[src/rtl/cw_beam_sched.sv]
// Per-slot sequencer: codeword table preload, symbol indexing and per-stream RE/RBG counting.
// Optional macro CW_SCHED_TIMEOUT_EN adds a WAIT_TBL timeout with preload retry.
module cw_beam_sched #(
   parameter int RE_PER_RBG    = 48,
   parameter int SYMB_PER_SLOT = 14,
   parameter int FIRST_SYMBS   = 4
`ifdef CW_SCHED_TIMEOUT_EN
   ,parameter int TBL_TIMEOUT  = 255
`endif
) (
   input  logic       i_clk,
   input  logic       i_reset,
   input  logic       i_start,
   input  logic [7:0] i_rbg_total,
   input  logic       i_rvalid,
   input  logic       i_sop,
   input  logic       i_eop,
   input  logic       i_tvalid,
   output logic       o_enable,
   output logic [7:0] o_symb_idx,
   output logic       o_symb_clr,
   output logic       o_symb_1st,
   output logic [7:0] o_re_num,
   output logic [7:0] o_rbg_num,
   output logic       o_rbg_load,
   output logic       o_busy,
   output logic [3:0] o_err
);

   localparam logic [7:0] RE_LAST   = 8'(RE_PER_RBG - 1);
   localparam logic [7:0] RE_PEN    = 8'(RE_PER_RBG - 2);
   localparam logic [7:0] SYMB_LAST = 8'(SYMB_PER_SLOT - 1);
   localparam logic [7:0] FIRST_LIM = 8'(FIRST_SYMBS);

   typedef enum logic [2:0] {
      S_LOAD,
      S_WAIT_TBL,
      S_IDLE,
      S_WAIT_SOP,
      S_RUN
   } state_t;

   state_t     r_state;
   logic [6:0] r_ld_cnt;
   logic [7:0] r_rbg_total;
   logic [7:0] r_re_cnt;
   logic [7:0] r_rbg_cnt;
`ifdef CW_SCHED_TIMEOUT_EN
   localparam logic [15:0] TO_LAST = 16'(TBL_TIMEOUT - 1);
   logic [15:0] r_to_cnt;
`endif

   // A beat is consumed in RUN, or in WAIT_SOP only when it opens a symbol.
   logic       w_beat;
   logic [7:0] w_re_idx;
   logic [7:0] w_rbg_idx;
   logic       w_re_wrap;
   logic       w_last_rbg;
   logic [7:0] w_symb_next;

   assign w_beat      = i_rvalid & ((r_state == S_RUN) | ((r_state == S_WAIT_SOP) & i_sop));
   assign w_re_idx    = i_sop ? 8'd0 : r_re_cnt;
   assign w_rbg_idx   = i_sop ? 8'd0 : r_rbg_cnt;
   assign w_re_wrap   = (w_re_idx == RE_LAST);
   assign w_last_rbg  = (w_rbg_idx == (r_rbg_total - 8'd1));
   assign w_symb_next = o_symb_idx + 8'd1;

   always_ff @(posedge i_clk) begin
      if (i_reset) begin
         r_state     <= S_LOAD;
         r_ld_cnt    <= '0;
         r_rbg_total <= '0;
         r_re_cnt    <= '0;
         r_rbg_cnt   <= '0;
`ifdef CW_SCHED_TIMEOUT_EN
         r_to_cnt    <= '0;
`endif
         o_enable    <= 1'b0;
         o_symb_idx  <= '0;
         o_symb_clr  <= 1'b0;
         o_symb_1st  <= 1'b1;
         o_re_num    <= '0;
         o_rbg_num   <= '0;
         o_rbg_load  <= 1'b0;
         o_busy      <= 1'b1;
         o_err       <= '0;
      end else begin
         o_symb_clr <= 1'b0;
         o_rbg_load <= 1'b0;
         if (i_start && (r_state != S_IDLE))
            o_err[0] <= 1'b1;

         case (r_state)
            S_LOAD: begin
               // 64-cycle address sweep; enable drops on the 65th edge.
               if (r_ld_cnt == 7'd64) begin
                  o_enable <= 1'b0;
                  r_ld_cnt <= '0;
                  r_state  <= S_WAIT_TBL;
               end else begin
                  o_enable <= 1'b1;
                  r_ld_cnt <= r_ld_cnt + 7'd1;
               end
`ifdef CW_SCHED_TIMEOUT_EN
               r_to_cnt <= '0;
`endif
            end
            S_WAIT_TBL: begin
               if (i_tvalid) begin
                  r_state <= S_IDLE;
                  o_busy  <= 1'b0;
               end
`ifdef CW_SCHED_TIMEOUT_EN
               else if (r_to_cnt == TO_LAST) begin
                  o_err[3] <= 1'b1;
                  r_to_cnt <= '0;
                  r_state  <= S_LOAD;
               end else begin
                  r_to_cnt <= r_to_cnt + 16'd1;
               end
`endif
            end
            S_IDLE: begin
               if (i_start) begin
                  r_rbg_total <= i_rbg_total;
                  if (i_rbg_total == 8'd0) begin
                     o_err[3] <= 1'b1;
                  end else begin
                     o_symb_clr <= 1'b1;
                     o_symb_idx <= '0;
                     o_symb_1st <= 1'b1;
                     r_re_cnt   <= '0;
                     r_rbg_cnt  <= '0;
                     o_re_num   <= '0;
                     o_rbg_num  <= '0;
                     o_busy     <= 1'b1;
                     r_state    <= S_WAIT_SOP;
                  end
               end
            end
            S_WAIT_SOP, S_RUN: begin
               if (i_rvalid && (i_sop == (r_state == S_RUN)))
                  o_err[1] <= 1'b1;
               if (w_beat) begin
                  o_re_num  <= w_re_idx;
                  o_rbg_num <= w_rbg_idx;
                  if ((w_re_idx == RE_PEN) && !w_last_rbg)
                     o_rbg_load <= 1'b1;
                  if (i_eop) begin
                     if (!(w_last_rbg && w_re_wrap))
                        o_err[2] <= 1'b1;
                     r_re_cnt  <= '0;
                     r_rbg_cnt <= '0;
                     if (o_symb_idx == SYMB_LAST) begin
                        r_state <= S_IDLE;
                        o_busy  <= 1'b0;
                     end else begin
                        o_symb_idx <= w_symb_next;
                        o_symb_1st <= (w_symb_next < FIRST_LIM);
                        r_state    <= S_WAIT_SOP;
                     end
                  end else begin
                     if (w_re_wrap) begin
                        r_re_cnt  <= '0;
                        r_rbg_cnt <= w_rbg_idx + 8'd1;
                     end else begin
                        r_re_cnt  <= w_re_idx + 8'd1;
                        r_rbg_cnt <= w_rbg_idx;
                     end
                     r_state <= S_RUN;
                  end
               end
            end
            default: r_state <= S_LOAD;
         endcase
      end
   end

endmodule

[config.mk]
export PLATFORM = sky130hd
export DESIGN_NAME = cw_beam_sched
export DESIGN_NICKNAME = d
export VERILOG_FILES = /design/src/rtl/cw_beam_sched.sv
export SDC_FILE = /design/constraint.sdc
export NUM_CORES = 1
export LEC_CHECK = 0
export BUFFER_PORTS_ARGS = -buffer_cell sky130_fd_sc_hd__buf_2
export CORE_MARGIN = 3
export CORE_UTILIZATION = 58
export CTS_CLUSTER_SIZE = 12
export DETAILED_ROUTE_END_ITERATION = 10
export GPL_TIMING_DRIVEN = 0
export PLACE_DENSITY = 0.8
export REMOVE_ABC_BUFFERS = 1
export SYNTH_ARGS = -nofsm -noshare
export SYNTH_HDL_FRONTEND = slang
export SYNTH_SLANG_ARGS = --single-unit
[constraint.sdc]
create_clock -name i_clk -period 3.9 [get_ports i_clk]
set_input_delay 0.78 -clock i_clk [delete_from_list [all_inputs] [get_ports i_clk]]
set_output_delay 0.78 -clock i_clk [all_outputs]
set_load 0.01 [all_outputs]
==> metrics.md <==
| Metric | Value |
|---|---|
| PostCTS Resize Cnt | 0 |
| Final Max Slew Viols | 0 |
| Vias in the first global route | 3138 |
| P per Cell Area | 444.8 nW/um^2 |
| Clock sinks | 67 |
| Startpoint Class | input port |
| Crit-path leading delay family | compound AO/OA/AOI/OAI gates |
| WS Path Type | in2reg |
| Hold slack | 446.8 ps |
| CP max stage cell | a221o_1 |
| Min-Delay Path Class | reg2reg |
| Die footprint | approximately 7000 sq um |
| CP bufs+invs | 1 |
| Worst endpoint data arrival time | 3440 ps |
| Seq/Total Area, Yosys | ~37% |
| Number of synthesized flops with an enable pin | 0 |
| Setup crit start | i_rbg_total[7] |
| Fin. Hold Viols | 0 |
| Worst slew margin relative to its limit | 20.29% |
| Root Buffer | clkbuf_8 |
| Max incr delay on CP | ~970 ps |
| Switching Share | 35.03% |
| Row count | 28 |
| Nets@finish | 521 |
| Worst-Skew Late Latency | 340 ps |
| Setup repair bufs after CTS | 0 |
| Layout cells sized above 1 | approximately 15% |
| H-tree Lvls | 3 |
| Worst R2R End | r_re_cnt[4] |
| Hpwl dp | 5554 microns |
| Net Sw Power | 621.2 uW |
| Die Height | about 85 microns |
| Leak Pwr | 0.001531 uW |
| Fillcell total | approximately 530 |
| Final number of setup-violating endpoints | 0 |
| Detailed Route WL | between 8000 and 9000 microns |
| Core outline area | 5956 sq um |
| Max Cap Viol | 0 |
| Ys async rst share | 0% |
| CP endpoint | r_re_cnt[4] |
| I/O pin count | 48 |
| TritonCTS Buffers | 9 |
| Ys Warns | 0 |
| Worst Setup End Kind | flip-flop |
| Top FF cell, synth | dfxtp_1 |
| Initial antenna violation count | 0 |
| Reg2reg path depth | 6 |
| Gr ovfl total | 0 |
| Synth unique cells | between 60 and 70 |
| Die X | between 80 and 90 microns |
| Combinational power share | 26.7% |
| Synth Area per Inst | a little under 8 sq um |
| Final Skew | 5.295 ps |
| First-pass GRT wire length | approximately 14000 microns |
| Cell Chain, Critical Path | buf_2 -> or4_1 -> o21ai_1 -> a221o_1 -> nor2_1 -> nand4b_1 -> a21oi_1 |
| Diodes inserted | 0 |
| Starting Density | between 60% and 70% |
| GRT Total Usage | approximately a quarter |
| Status | finished clean |
| ANT nets after route | 0 |
| DRC | 0 |
| RSZ-0062 raised after global routing | no |
| Synth area leader | dfxtp_1 |
| Top cells by area, synth | dfxtp_1, a21oi_1, nand2_1, nor2_1, o21ai_0 |
| Clock Path Buffers | 2 |
| Pre-CTS setup slack | about 300 ps |
| CP max FO | 34 |
| Via density | about 6 |
| Setup_tns | 0 ps |
| Worst vdd ir | ~0.00033 V |
| R2R setup slack | ~940 ps |
| CTS tree | built |
| Post-CTS Hold Buffers | 0 |
| Seq pwr share | 44.0% |
| Power share of the clock group | 29.3% |
| Worst R2R Start | r_state[2] |
| Minimum clock period | 3256 ps |
| Crit share post-route | between 80% and 90% |
| Starting DRT DRC Count | roughly 270 |
| Total power | ~1800 uW |
| RD Place Congestion | between 0.8 and 0.9 |
| P_int | ~1200 uW |
| Post-synth design cell area | between 3000 and 4000 sq um |
| Clock-pin slew on the worst setup and hold paths | 70 ps |
| Pin count of the biggest net entering global routing | between 60 and 70 |
| Number of port buffers | between 40 and 50 |
| Fin worst setup slack | 643.8 ps |
| Max Freq | ~310 MHz |
| FF+latch count, synth | 67 |
| Synth-to-Final Area Change | 11.13% |
| Req. time, crit path | between 4000 and 5000 ps |
| Vias | 3481 |
| Cells after Synth | 463 |
| 1st-pass router iterations | 4 |
| Crit path depth | 7 |
| Wire length per cell | around 14 microns |
| Top cell type's share of synthesized area | a little under two fifths |
| Least-Margin Pin Slew | around 1200 ps |
[area by class of cell]
type	count	area (sq um)	area share [%]
multi-input combinational	360	2087	52.35
sequential	67	1341	33.65
timing repair buffer	48	246.5	6.183
clock buffer	14	162.7	4.080
tap	75	93.84	2.354
inverter	12	45.04	1.130
clock inverter	2	10.01	0.2511
[per-stage QoR]
step           instances  area, sq um  util (%)
2_1_floorplan        439         3473         -
3_3_place_gp         561         3802     63.84
3_5_place_dp         561         3802     63.84
4_1_cts              577         3975     66.74
5_1_grt              578         3986     66.93
6_report             578         3986     66.93
[power by group through the flow]
stage	clock network (uW)	registers, uW	logic, uW
after floorplan	0	789	329
after global placement	0	792	451
after detailed placement	0	794	460
after CTS	527	779	465
after global routing	559	788	546
final	520	779	474
[cell usage in the layout, fill, tap and decap left out, types with 3 or more instances in the layout]
| cell type | netlist | routed |
|---|---|---|
| nand2b_1 | 5 | 5 |
| nand3_1 | 17 | 17 |
| or4_1 | 8 | 8 |
| nor4_1 | 5 | 5 |
| dfxtp_1 | 67 | 67 |
| nor2b_1 | 10 | 10 |
| inv_1 | 12 | 12 |
| and3_1 | 19 | 19 |
| or3_1 | 12 | 12 |
| clkbuf_8 | 0 | 11 |
| nand4_1 | 4 | 4 |
| xnor2_1 | 8 | 8 |
| and4_1 | 3 | 3 |
| a21oi_1 | 60 | 60 |
| nor3_1 | 12 | 12 |
| nor2_1 | 45 | 45 |
| a41oi_1 | 4 | 4 |
| a31oi_1 | 6 | 6 |
| nand3b_1 | 7 | 7 |
| nand2_1 | 52 | 52 |
| o21ai_0 | 26 | 26 |
| buf_2 | 3 | 47 |
| ha_1 | 8 | 8 |
| and2_1 | 4 | 4 |
| clkbuf_1 | 16 | 3 |
[worst min-delay path by stage]
stage | cells past startpoint | startpoint | slack (ps) | end
floorplan | 2 | r_re_cnt[1] | 420 | r_re_cnt[1]
global placement | 2 | r_re_cnt[1] | 440 | r_re_cnt[1]
detailed placement | 2 | r_re_cnt[1] | 440 | r_re_cnt[1]
CTS | 2 | r_re_cnt[1] | 450 | r_re_cnt[1]
global route | 2 | r_re_cnt[1] | 480 | r_re_cnt[1]
finish | 2 | r_re_cnt[1] | 450 | r_re_cnt[1]
[worst register-to-register path: cells and delay by family (launching register included)]
family          cells  cell delay [ps]
compound gates      3             1230
flops               1              470
simple gates        3             1080
[cells in the mapped netlist, types with 2 or more instances]
cell and instances:
and2_1 4, ha_1 8, nor2_1 45, nand3b_1 7
inv_1 12, clkbuf_1 16, and3_1 19, nor4_1 5
and4_1 3, nand2_1 52, nand4_1 4, a211oi_1 2
nor3b_1 2, o21ai_1 2, nand3_1 17, o21a_1 2
a31oi_1 6, a41oi_1 4, nor4b_1 2, nand2b_1 5
or3_1 12, nor3_1 12, dfxtp_1 67, a21oi_1 60
buf_4 3, o21ai_0 26, nor2b_1 10, buf_2 3
mux2i_1 2, and4b_1 2, or4_1 8, or3b_2 2
xnor2_1 8, or2_2 2
[cells by family (layout without fill, tap and decap cells)]
group                    Yosys count  in the layout  synth area share, %
flip-flops                        67             67                37.39
multiplexers                       3              3               0.8720
AND/OR/NAND/NOR                  219            219                32.19
AO/OA/AOI/OAI                    121            121                20.13
buffers and inverters             36             76                4.429
adder cells (fa/ha/maj)            8              8                2.790
XOR/XNOR                           9              9                2.198
[per-layer routing]
layer	vias to the layer above	share of wire (%)	track usage, %
met5	-	0	0
met4	0	1.3	8.489
met3	11	7.0	6.673
met2	96	46	37.65
met1	1628	46	31.58
li1	1746	-	-
[sequential cells by signal, summed over array words and instances, names as in the netlist, 3 cells and up]
signal / cells
r_rbg_cnt: 8
o_err: 4
o_re_num: 8
r_re_cnt: 8
r_rbg_total: 8
o_symb_idx: 8
r_state: 3
o_rbg_num: 8
r_ld_cnt: 7
Note: power is estimated with default switching activity, not from simulation.
